===== config.mk =====
export PLATFORM = sky130hd
export DESIGN_NAME = adma_atx_splitter_flat
export DESIGN_NICKNAME = d
export VERILOG_FILES = /design/src/rtl/adma_atx_splitter_if.sv /design/src/rtl/adma_atx_splitter.sv /design/src/flat_wrapper.sv
export SDC_FILE = /design/constraint.sdc
export NUM_CORES = 1
export LEC_CHECK = 0
export CAP_MARGIN = 20
export CORE_MARGIN = 2
export CORE_UTILIZATION = 51
export DETAILED_ROUTE_END_ITERATION = 7
export PLACE_DENSITY = 0.86
export REMOVE_ABC_BUFFERS = 1
export SLEW_MARGIN = 20
export SYNTH_ARGS = -nofsm -noshare
export SYNTH_HDL_FRONTEND = slang
export SYNTH_SLANG_ARGS = --single-unit

===== constraint.sdc =====
create_clock -name clk -period 9.05 [get_ports clk]
set_input_delay 2.2625 -clock clk [delete_from_list [all_inputs] [get_ports clk]]
set_output_delay 2.2625 -clock clk [all_outputs]
set_load 0.02 [all_outputs]

===== src/rtl/adma_atx_splitter_if.sv =====
// Request/transaction bundle for the ADMA AXI transaction splitter.
// The slave modport is the splitter; the master modport is the requester/consumer side.
interface adma_atx_splitter_if #(
  parameter int DMA_CHN_NUM   = 4,
  parameter int SRC_ADDR_W    = 32,
  parameter int DST_ADDR_W    = 32,
  parameter int MST_ID_W      = 5,
  parameter int ATX_LEN_W     = 8,
  parameter int XFER_LEN_W    = 16,
  parameter int DMA_CHN_NUM_W = $clog2(DMA_CHN_NUM)
);
  logic [DMA_CHN_NUM_W-1:0] req_chn_id;
  logic [MST_ID_W-1:0]      req_arid;
  logic [MST_ID_W-1:0]      req_awid;
  logic [SRC_ADDR_W-1:0]    req_src_addr;
  logic [DST_ADDR_W-1:0]    req_dst_addr;
  logic [XFER_LEN_W-1:0]    req_len;
  logic [1:0]               req_arburst;
  logic [1:0]               req_awburst;
  logic                     req_vld;
  logic                     req_rdy;

  logic [DMA_CHN_NUM_W-1:0] atx_chn_id;
  logic [MST_ID_W-1:0]      atx_arid;
  logic [SRC_ADDR_W-1:0]    atx_araddr;
  logic [ATX_LEN_W-1:0]     atx_arlen;
  logic [1:0]               atx_arburst;
  logic [MST_ID_W-1:0]      atx_awid;
  logic [DST_ADDR_W-1:0]    atx_awaddr;
  logic [ATX_LEN_W-1:0]     atx_awlen;
  logic [1:0]               atx_awburst;
  logic                     atx_last;
  logic                     atx_vld;
  logic                     atx_rdy;

  modport slave (
    input  req_chn_id, req_arid, req_awid, req_src_addr, req_dst_addr,
           req_len, req_arburst, req_awburst, req_vld, atx_rdy,
    output req_rdy, atx_chn_id, atx_arid, atx_araddr, atx_arlen, atx_arburst,
           atx_awid, atx_awaddr, atx_awlen, atx_awburst, atx_last, atx_vld
  );

  modport master (
    output req_chn_id, req_arid, req_awid, req_src_addr, req_dst_addr,
           req_len, req_arburst, req_awburst, req_vld, atx_rdy,
    input  req_rdy, atx_chn_id, atx_arid, atx_araddr, atx_arlen, atx_arburst,
           atx_awid, atx_awaddr, atx_awlen, atx_awburst, atx_last, atx_vld
  );
endinterface


===== src/rtl/adma_atx_splitter.sv =====
// Splits one DMA copy request into AXI read/write transaction pairs that respect
// the AXI length limit, the 16-beat FIXED limit and 4 KB boundaries on both sides.
module adma_atx_splitter #(
  parameter int DMA_CHN_NUM   = 4,
  parameter int SRC_ADDR_W    = 32,
  parameter int DST_ADDR_W    = 32,
  parameter int MST_ID_W      = 5,
  parameter int ATX_LEN_W     = 8,
  parameter int ATX_DATA_W    = 256,
  parameter int XFER_LEN_W    = 16,
  parameter int DMA_CHN_NUM_W = $clog2(DMA_CHN_NUM)
) (
  input  logic                clk,
  input  logic                rst_n,
  adma_atx_splitter_if.slave  io_if,
  output logic                o_busy
);

  localparam int BYTES = ATX_DATA_W / 8;
  localparam int S     = $clog2(BYTES);
  localparam int CW    = 32;
  localparam logic [1:0]    BURST_FIXED = 2'b00;
  localparam logic [CW-1:0] LEN_CAP     = CW'(1) << ATX_LEN_W;
  localparam logic [CW-1:0] FIXED_CAP   = CW'(16);
  localparam logic [CW-1:0] NO_LIMIT    = '1;
  localparam logic [SRC_ADDR_W-1:0] SRC_MASK = ~(SRC_ADDR_W'(BYTES - 1));
  localparam logic [DST_ADDR_W-1:0] DST_MASK = ~(DST_ADDR_W'(BYTES - 1));

  typedef enum logic [1:0] {
    ST_IDLE,
    ST_CALC,
    ST_ISSUE
  } state_t;

  state_t r_state;
  state_t w_state_nxt;

  logic [DMA_CHN_NUM_W-1:0] r_chn_id;
  logic [MST_ID_W-1:0]      r_arid;
  logic [MST_ID_W-1:0]      r_awid;
  logic [SRC_ADDR_W-1:0]    r_araddr;
  logic [DST_ADDR_W-1:0]    r_awaddr;
  logic [1:0]               r_arburst;
  logic [1:0]               r_awburst;
  logic [XFER_LEN_W-1:0]    r_remaining;
  logic [ATX_LEN_W:0]       r_chunk;
  logic [ATX_LEN_W-1:0]     r_atx_len;
  logic                     r_atx_last;

  logic                     w_req_fire;
  logic                     w_atx_fire;
  logic [12:0]              w_src_off;
  logic [12:0]              w_dst_off;
  logic [CW-1:0]            w_src_bnd;
  logic [CW-1:0]            w_dst_bnd;
  logic [CW-1:0]            w_cap_fixed;
  logic [CW-1:0]            w_chunk;

  assign w_req_fire = io_if.req_vld && (r_state == ST_IDLE);
  assign w_atx_fire = io_if.atx_rdy && (r_state == ST_ISSUE);

  // Beats left before each side crosses its 4 KB page; FIXED bursts never advance.
  assign w_src_off = 13'h1000 - {1'b0, r_araddr[11:0]};
  assign w_dst_off = 13'h1000 - {1'b0, r_awaddr[11:0]};

  always_comb begin
    // NOTE: every always_comb output gets a default first so no path can infer a latch.
    w_src_bnd   = NO_LIMIT;
    w_dst_bnd   = NO_LIMIT;
    w_cap_fixed = NO_LIMIT;
    w_chunk     = CW'(r_remaining);
    if (r_arburst != BURST_FIXED) w_src_bnd = CW'(w_src_off >> S);
    if (r_awburst != BURST_FIXED) w_dst_bnd = CW'(w_dst_off >> S);
    if ((r_arburst == BURST_FIXED) || (r_awburst == BURST_FIXED)) w_cap_fixed = FIXED_CAP;
    if (w_chunk > LEN_CAP)     w_chunk = LEN_CAP;
    if (w_chunk > w_cap_fixed) w_chunk = w_cap_fixed;
    if (w_chunk > w_src_bnd)   w_chunk = w_src_bnd;
    if (w_chunk > w_dst_bnd)   w_chunk = w_dst_bnd;
  end

  // NOTE: sequential state uses non-blocking assignments so every register samples pre-edge values.
  always_ff @(posedge clk or negedge rst_n) begin
    if (!rst_n) r_state <= ST_IDLE;
    else        r_state <= w_state_nxt;
  end

  always_comb begin
    w_state_nxt = r_state;
    case (r_state)
      ST_IDLE:  if (io_if.req_vld) w_state_nxt = ST_CALC;
      ST_CALC:  w_state_nxt = (r_remaining == '0) ? ST_IDLE : ST_ISSUE;
      ST_ISSUE: if (io_if.atx_rdy) w_state_nxt = r_atx_last ? ST_IDLE : ST_CALC;
      default:  w_state_nxt = ST_IDLE;
    endcase
  end

  always_ff @(posedge clk or negedge rst_n) begin
    if (!rst_n) begin
      r_chn_id    <= '0;
      r_arid      <= '0;
      r_awid      <= '0;
      r_araddr    <= '0;
      r_awaddr    <= '0;
      r_arburst   <= '0;
      r_awburst   <= '0;
      r_remaining <= '0;
      r_chunk     <= '0;
      r_atx_len   <= '0;
      r_atx_last  <= 1'b0;
    end else begin
      if (w_req_fire) begin
        r_chn_id    <= io_if.req_chn_id;
        r_arid      <= io_if.req_arid;
        r_awid      <= io_if.req_awid;
        r_araddr    <= io_if.req_src_addr & SRC_MASK;
        r_awaddr    <= io_if.req_dst_addr & DST_MASK;
        r_arburst   <= io_if.req_arburst;
        r_awburst   <= io_if.req_awburst;
        r_remaining <= io_if.req_len;
      end
      if ((r_state == ST_CALC) && (r_remaining != '0)) begin
        r_chunk    <= (ATX_LEN_W + 1)'(w_chunk);
        r_atx_len  <= ATX_LEN_W'(w_chunk - CW'(1));
        r_atx_last <= (CW'(r_remaining) == w_chunk);
      end
      // Addresses wrap silently at the top of the address space.
      if (w_atx_fire) begin
        r_remaining <= r_remaining - XFER_LEN_W'(r_chunk);
        if (r_arburst != BURST_FIXED) r_araddr <= r_araddr + (SRC_ADDR_W'(r_chunk) << S);
        if (r_awburst != BURST_FIXED) r_awaddr <= r_awaddr + (DST_ADDR_W'(r_chunk) << S);
      end
    end
  end

  assign io_if.req_rdy     = (r_state == ST_IDLE);
  assign io_if.atx_vld     = (r_state == ST_ISSUE);
  assign io_if.atx_chn_id  = r_chn_id;
  assign io_if.atx_arid    = r_arid;
  assign io_if.atx_araddr  = r_araddr;
  assign io_if.atx_arlen   = r_atx_len;
  assign io_if.atx_arburst = r_arburst;
  assign io_if.atx_awid    = r_awid;
  assign io_if.atx_awaddr  = r_awaddr;
  assign io_if.atx_awlen   = r_atx_len;
  assign io_if.atx_awburst = r_awburst;
  assign io_if.atx_last    = r_atx_last;
  assign o_busy            = (r_state != ST_IDLE);

endmodule

===== src/flat_wrapper.sv =====
// flat-port wrapper written by rule: the top's interface ports become plain ports
module adma_atx_splitter_flat 
#(
  parameter int DMA_CHN_NUM   = 4,
  parameter int SRC_ADDR_W    = 32,
  parameter int DST_ADDR_W    = 32,
  parameter int MST_ID_W      = 5,
  parameter int ATX_LEN_W     = 8,
  parameter int ATX_DATA_W    = 256,
  parameter int XFER_LEN_W    = 16,
  parameter int DMA_CHN_NUM_W = $clog2(DMA_CHN_NUM)
)
  (clk, rst_n, o_busy, io_if_req_chn_id, io_if_req_arid, io_if_req_awid, io_if_req_src_addr, io_if_req_dst_addr, io_if_req_len, io_if_req_arburst, io_if_req_awburst, io_if_req_vld, io_if_atx_rdy, io_if_req_rdy, io_if_atx_chn_id, io_if_atx_arid, io_if_atx_araddr, io_if_atx_arlen, io_if_atx_arburst, io_if_atx_awid, io_if_atx_awaddr, io_if_atx_awlen, io_if_atx_awburst, io_if_atx_last, io_if_atx_vld);
  adma_atx_splitter_if #(.DMA_CHN_NUM(DMA_CHN_NUM), .SRC_ADDR_W(SRC_ADDR_W), .DST_ADDR_W(DST_ADDR_W), .MST_ID_W(MST_ID_W), .ATX_LEN_W(ATX_LEN_W), .XFER_LEN_W(XFER_LEN_W), .DMA_CHN_NUM_W(DMA_CHN_NUM_W)) io_if_i ();
  input  logic clk;
  input  logic rst_n;
  output logic o_busy;
  input wire logic [$bits(io_if_i.req_chn_id)-1:0] io_if_req_chn_id;
  input wire logic [$bits(io_if_i.req_arid)-1:0] io_if_req_arid;
  input wire logic [$bits(io_if_i.req_awid)-1:0] io_if_req_awid;
  input wire logic [$bits(io_if_i.req_src_addr)-1:0] io_if_req_src_addr;
  input wire logic [$bits(io_if_i.req_dst_addr)-1:0] io_if_req_dst_addr;
  input wire logic [$bits(io_if_i.req_len)-1:0] io_if_req_len;
  input wire logic [$bits(io_if_i.req_arburst)-1:0] io_if_req_arburst;
  input wire logic [$bits(io_if_i.req_awburst)-1:0] io_if_req_awburst;
  input wire logic [$bits(io_if_i.req_vld)-1:0] io_if_req_vld;
  input wire logic [$bits(io_if_i.atx_rdy)-1:0] io_if_atx_rdy;
  output wire logic [$bits(io_if_i.req_rdy)-1:0] io_if_req_rdy;
  output wire logic [$bits(io_if_i.atx_chn_id)-1:0] io_if_atx_chn_id;
  output wire logic [$bits(io_if_i.atx_arid)-1:0] io_if_atx_arid;
  output wire logic [$bits(io_if_i.atx_araddr)-1:0] io_if_atx_araddr;
  output wire logic [$bits(io_if_i.atx_arlen)-1:0] io_if_atx_arlen;
  output wire logic [$bits(io_if_i.atx_arburst)-1:0] io_if_atx_arburst;
  output wire logic [$bits(io_if_i.atx_awid)-1:0] io_if_atx_awid;
  output wire logic [$bits(io_if_i.atx_awaddr)-1:0] io_if_atx_awaddr;
  output wire logic [$bits(io_if_i.atx_awlen)-1:0] io_if_atx_awlen;
  output wire logic [$bits(io_if_i.atx_awburst)-1:0] io_if_atx_awburst;
  output wire logic [$bits(io_if_i.atx_last)-1:0] io_if_atx_last;
  output wire logic [$bits(io_if_i.atx_vld)-1:0] io_if_atx_vld;
  assign io_if_i.req_chn_id = io_if_req_chn_id;
  assign io_if_i.req_arid = io_if_req_arid;
  assign io_if_i.req_awid = io_if_req_awid;
  assign io_if_i.req_src_addr = io_if_req_src_addr;
  assign io_if_i.req_dst_addr = io_if_req_dst_addr;
  assign io_if_i.req_len = io_if_req_len;
  assign io_if_i.req_arburst = io_if_req_arburst;
  assign io_if_i.req_awburst = io_if_req_awburst;
  assign io_if_i.req_vld = io_if_req_vld;
  assign io_if_i.atx_rdy = io_if_atx_rdy;
  assign io_if_req_rdy = io_if_i.req_rdy;
  assign io_if_atx_chn_id = io_if_i.atx_chn_id;
  assign io_if_atx_arid = io_if_i.atx_arid;
  assign io_if_atx_araddr = io_if_i.atx_araddr;
  assign io_if_atx_arlen = io_if_i.atx_arlen;
  assign io_if_atx_arburst = io_if_i.atx_arburst;
  assign io_if_atx_awid = io_if_i.atx_awid;
  assign io_if_atx_awaddr = io_if_i.atx_awaddr;
  assign io_if_atx_awlen = io_if_i.atx_awlen;
  assign io_if_atx_awburst = io_if_i.atx_awburst;
  assign io_if_atx_last = io_if_i.atx_last;
  assign io_if_atx_vld = io_if_i.atx_vld;
  adma_atx_splitter #(.DMA_CHN_NUM(DMA_CHN_NUM), .SRC_ADDR_W(SRC_ADDR_W), .DST_ADDR_W(DST_ADDR_W), .MST_ID_W(MST_ID_W), .ATX_LEN_W(ATX_LEN_W), .ATX_DATA_W(ATX_DATA_W), .XFER_LEN_W(XFER_LEN_W), .DMA_CHN_NUM_W(DMA_CHN_NUM_W)) u_core (.clk(clk), .rst_n(rst_n), .io_if(io_if_i), .o_busy(o_busy));
endmodule

; ---- Word-level counts from Yosys, hierarchy flattened
; Index checks and enable logic that the tools add are counted.
[word_totals]
register_bits = 116
input_bits = 100
word_cells = 61
[classes]
addsub = 6
n_lt_le_gt_ge = 4
eq_ne = 5
muxes = 20
reduce_logical = 14
[op_table]
columns = operator, count
row1 = $mux 32, 12
row2 = $add 32x14->32, 2
row3 = $gt 32x32->1, 2
row4 = $mux 16, 3
row5 = $eq 16x32->1, 1
row6 = $gt 16x32->1, 1
row7 = $sub 13x12->13 const A, 2
row8 = $gt 16x9->1 const B, 1
row9 = $logic_not 16->1, 1
row10 = $reduce_bool 16->1, 1
row11 = $sub 16x9->16, 1
row12 = $reduce_bool 2->1, 4
row13 = $sub 8x1->8 const B, 1
row14 = $logic_not 2->1, 3
row15 = $mux 2, 3
row16 = $pmux 2 s3, 1
row17 = $ne 2x2->1 const B, 2
row18 = $logic_and 1x1->1, 3
row19 = $eq 2x1->1 const B, 1
row20 = $eq 2x2->1 const B, 1
row21 = $reduce_and 2->1, 1
row22 = $logic_or 1x1->1, 1
row23 = $mux 1, 1

; ---- Depth between registers and ports, before layout
[depth]
word_depth = 10
depth_mapped = 36
depth_no_buf = 32

; ---- Worst setup path after synthesis
; No wires, ideal clock.
[synth_timing]
path_type = flip-flop to flip-flop
start = register u_core.r_remaining[12]
end = register u_core.r_atx_len[7], in the netlist u_core.io_if.atx_arlen[7]
setup_ps = 130
arrival_time_ps = 7285
setup_slack_ps = 1636
stages_incl_launch_ff = 31
n_path_buf = 4
synth_period_minus_slack_ps = 7414
cell_sequence = dfrtp_1 -> or4_1 -> or4_1 -> nor2_1 -> inv_1 -> ha_1 -> nand4_1 -> nor4_1 -> nor3_1 -> a221oi_1 -> buf_2 -> and2_1 -> ha_1 -> a211o_1 -> o31ai_1 -> a21o_1 -> clkbuf_1 -> o21ai_0 -> ha_1 -> nor2b_1 -> o211ai_1 -> a211oi_1 -> or4_1 -> clkbuf_1 -> and2_4 -> buf_6 -> or4_4 -> a31oi_4 -> nand4b_1 -> xnor2_1 -> o21ai_1
[synth_via]
elab_chain_len = 9
word_cells_on_any_way = 11
cone_classes = add/sub: 1 / order compare: 4 / mux: 4 / reduce/logical: 2
[synth_rtl]
columns = element, line_no
row1 = from (decl), adma_atx_splitter.sv:45  ; logic [XFER_LEN_W-1:0] r_remaining;
row2 = from (signal assigned), adma_atx_splitter.sv:119  ; r_remaining <= io_if.req_len;
row3 = from (signal assigned), adma_atx_splitter.sv:128  ; r_remaining <= r_remaining - XFER_LEN_W'(r_chunk);
row4 = $gt 16x9->1, adma_atx_splitter.sv:75  ; if (w_chunk > LEN_CAP) w_chunk = LEN_CAP;
row5 = $mux 16, adma_atx_splitter.sv:75
row6 = $gt 16x32->1, adma_atx_splitter.sv:76  ; if (w_chunk > w_cap_fixed) w_chunk = w_cap_fixed;
row7 = $mux 32, adma_atx_splitter.sv:76
row8 = $gt 32x32->1, adma_atx_splitter.sv:77  ; if (w_chunk > w_src_bnd) w_chunk = w_src_bnd;
row9 = $mux 32, adma_atx_splitter.sv:77
row10 = $gt 32x32->1, adma_atx_splitter.sv:78  ; if (w_chunk > w_dst_bnd) w_chunk = w_dst_bnd;
row11 = $mux 32, adma_atx_splitter.sv:78
row12 = $sub 8x1->8, adma_atx_splitter.sv:123  ; r_atx_len <= ATX_LEN_W'(w_chunk - CW'(1));
row13 = to (signal assigned), adma_atx_splitter.sv:123
row14 = to (decl), adma_atx_splitter.sv:47  ; logic [ATX_LEN_W-1:0] r_atx_len;
; Several ways; a longest one is shown, not always the timed one.
; A chain may end at the register's enable or synchronous reset.

; ---- Worst setup path in the final report
; Same ends and word-level chain as after synthesis.

==> impl_summary.md <==
Global route
The largest net degree at the start of global routing is between 60 and 70. The number of global-route vias before repair is ~8,500. The total congestion overflow is 0.

The initial antenna violation count is 0. The total routing resource utilization after global routing is 0.2902. The first-pass GRT wire length is about 41,000 µm.

STA
For the pin with the worst max-slew slack, the measured transition is between 1000 and 1500 ps. The clock period minus final worst setup slack is roughly 8300 ps. The final-layout worst hold slack is around 480 ps. For this run, the top clock speed supported by timing is 0.1208 GHz. The final clock skew is just under 9 ps. The count of pins over their slew limit is 0. The sum of negative setup slack is 0 ps.

The number of hold-slack violations in the final timing report is 0. In this run the tightest slew margin relative to its limit is 0.2836. Setup repair after global routing left no endpoint under its margin.

The final setup violation count is 0. In the finished design, the share of the clock period the worst path needs comes to 0.9149.

Critical path
The worst setup path is of the reg -> reg kind. The slowest stage of the critical path belongs to the cell or4_1. The highest cell delay on the worst timing path is roughly 600 ps. The category of the worst setup path launch point is a flip-flop. Data on the critical path is required at its endpoint by about 9300 ps.

Along the worst path, the maximum fanout reaches 15. The kind of capture point of the worst setup path is a flip-flop. For the worst setup path, the data arrival time is 8570 ps.

Synthesis
After synthesis, the cell types taking the most area are dfrtp_1 (34%), ha_1 (11%), nand2_1 (6.2%). For this run, asynchronously set or reset flops after synthesis account for 1.000. The post-synthesis sequential area ratio is 0.3433. After synthesis, the netlist uses 71 different library cells. The post-synthesis cell area is ~8500 µm². The synthesized design contains around 120 register bits. A synthesized cell averages between 8 and 9 µm².

The share of synthesized area in the top cell type comes to 0.3433. In the synthesized netlist the dominant register cell turns out to be dfrtp_1. The cell type with the largest total area after synthesis is dfrtp_1. The synthesized design contains 0 enable-type register cells. Synthesis produced approximately 1,000 cells. During synthesis, Yosys emitted a total of 0 warnings.

Outcome
The run finished with clean final reports.

Cells and area
The top cell types in the final layout, fill and taps aside, are clkdlybuf4s50_1 (188), nand2_1 (139), dfrtp_1 (116). The footprint of the multi-input gates is roughly 5200 µm². The count of cells in the finished layout, fillers not included, comes to roughly 1,400. The commonest non-fill, non-tap cell in the layout is clkdlybuf4s50_1.

At the end of the flow, the number of nets in the layout was ~1,400. The antenna cell count is 0. The fraction of layout cells with a size suffix above 1 is 0.05523.

Fill cells in the final layout number approximately 1,300. The area of all sequential standard cells is 2903 µm². Relative to the synthesized area, the layout overhead comes to 32.73%.

Clocking
Counting the buffers created by CTS gives 17. The clock net in this run drives a total of 116 sinks. The CTS tree is done. The clock input transition at the sequential cells of the worst setup and hold paths is approximately 60 ps.

Clock latency on the worst-skew pair, taken at its later pin, is around 420 ps. The number of setup buffers added after CTS is 0. The hold buffer count at CTS is 0. Gates resized during post-CTS repair numbered 0.

The depth of the CTS H-tree is 4. Clock tree synthesis selected as its root buffer the cell clkbuf_16. In this run the deepest clock path goes through 2 buffers.

Detailed routing
The remaining antenna violation count after routing is 0. After detailed routing, the average wire length per cell comes to roughly 18 µm. In the routed design, unresolved DRC markers number 0. The sum of routed wire length over all layers is about 25,000 µm. The mean number of vias per cell is 5.858. After the first detailed-routing iteration, the DRC count stood at approximately 550. Before antenna repair, the detailed router went through 6 iterations. The detailed-route via count is about 8,400.

Floorplanning
The total area inside the core boundary comes to around 16,000 µm². The effective utilization at floorplan is 0.5154. In this run the vertical extent of the chip is about 130 µm. The number of ports placed on the die boundary is 200. The floorplan step defined a die boundary enclosing 17,630 µm². The die is 132.8 µm wide. The count of standard-cell rows is 47.

Placement
Detailed placement ended at an HPWL of around 18,000 µm. The weighted congestion reported at the end of routability-driven placement is 0.9253. The cell count after placement is 1,402. The count of input and output buffers is 189.

Hold path
The min-delay analysis places its worst path in the category reg -> reg.

Run
The number of max-cap violations is 0.

Pwr
In this run the static leakage power is 4.969 nW. The overall power after layout is ~4.7 mW. The power density relative to cell area is around 420 nW/µm².

The maximum VDD drop is around 0.24 mV.
## synthesized netlist by cell type, types with 4 or more instances
cell type / number
a211oi_1: 31
a21boi_0: 7
a21o_1: 12
a21oi_1: 55
a22oi_1: 7
a2bb2oi_1: 4
a311oi_1: 17
a31oi_1: 20
and2_1: 24
and3_1: 21
and4_1: 5
buf_1: 4
buf_4: 8
clkbuf_1: 32
dfrtp_1: 116
ha_1: 76
inv_1: 53
mux2i_1: 4
nand2_1: 140
nand2b_1: 6
nand3_1: 23
nand4_1: 15
nor2_1: 83
nor2b_1: 7
nor3_1: 19
nor3b_1: 4
nor4_1: 9
o211ai_1: 7
o21a_1: 6
o21ai_0: 64
o221a_2: 5
o22ai_1: 7
o31ai_1: 5
or3_1: 13
or4_1: 7
xnor2_1: 20
xor2_1: 11
## stage by stage
| step | util | area (µm²) | setup WS (ps) |
|---|---|---|---|
| 6_report | 0.6841 | 11220 | 770.2 |
| 5_1_grt | 0.6841 | 11220 | 353.9 |
| 4_1_cts | 0.6841 | 11220 | 895.2 |
| 3_5_place_dp | 0.6454 | 10590 | 961.0 |
| 3_3_place_gp | 0.6454 | 10590 | 1106 |
| 2_1_floorplan | - | 8323 | 1509 |
## sequential cells by signal, indices dropped and copies added (netlist names)
| name | count |
|---|---|
| u_core.r_chunk | 9 |
| u_core.io_if.atx_last | 1 |
| u_core.io_if.atx_arid | 5 |
| u_core.io_if.atx_awburst | 2 |
| u_core.io_if.atx_arburst | 2 |
| u_core.io_if.atx_araddr | 32 |
| u_core.io_if.atx_chn_id | 2 |
| u_core.io_if.atx_awid | 5 |
| u_core.r_remaining | 16 |
| u_core.io_if.atx_awaddr | 32 |
| u_core.r_state | 2 |
| u_core.io_if.atx_arlen | 8 |
## routing by layer
| layer | global-route usage | vias up | wire, µm |
|---|---|---|---|
| met3 | 0.07893 | 56 | 1879 |
| li1 | - | 4040 | - |
| met2 | 0.4888 | 286 | 12150 |
| met4 | 0.1033 | 0 | 714 |
| met5 | 0 | - | 0 |
| met1 | 0.3586 | 4012 | 10660 |
## where the power goes
| part | switching (mW) | total [mW] | internal (mW) |
|---|---|---|---|
| Clock | 0.245 | 0.731 | 0.487 |
| Combinational | 1.66 | 2.91 | 1.26 |
| Sequential | 0.329 | 1.08 | 0.754 |
## worst max-delay path: cells and delay by family, from the launching register on
family,cells,cell delay [ps]
AND/OR/NAND/NOR,13,4140
AO/OA/AOI/OAI,9,2210
adder cells (fa/ha/maj),3,890
flip-flops,1,420
buffers and inverters,2,300
XOR/XNOR,1,210
## cell families after synthesis
group | share of synthesized area
simple gates | 0.2243
compound gates | 0.2243
flops | 0.3433
buf+inv | 0.04853
fa+ha+maj | 0.1196
xor+xnor | 0.03211
mux | 0.007399
other cells | 0.0004435
## worst paths after layout
path                                          endpoint                       start  cells past startpoint  slack (ps)
max                          u_core.io_if.atx_arlen[7]      u_core.r_remaining[12]                     28         770
min                         u_core.io_if.atx_chn_id[1]  u_core.io_if.atx_chn_id[1]                      2         480
max reg2reg                  u_core.io_if.atx_arlen[7]      u_core.r_remaining[12]                     28         770
min reg2reg                 u_core.io_if.atx_chn_id[1]  u_core.io_if.atx_chn_id[1]                      2         480
max in group asynchronous  u_core.io_if.atx_araddr[18]                       rst_n                      2        5890
min in group asynchronous       u_core.r_remaining[11]                       rst_n                      1        1950
## final cells by class
| class | instances | share of cell area |
|---|---|---|
| clock buffers | 22 | 0.04314 |
| clock inverters | 9 | 0.01338 |
| inverters | 53 | 0.01773 |
| multi-input cells | 811 | 0.4656 |
| flip-flops and latches | 116 | 0.2586 |
| well taps | 220 | 0.02453 |
| repair buffers | 202 | 0.1770 |
Note: power is estimated with default switching activity, not from simulation.
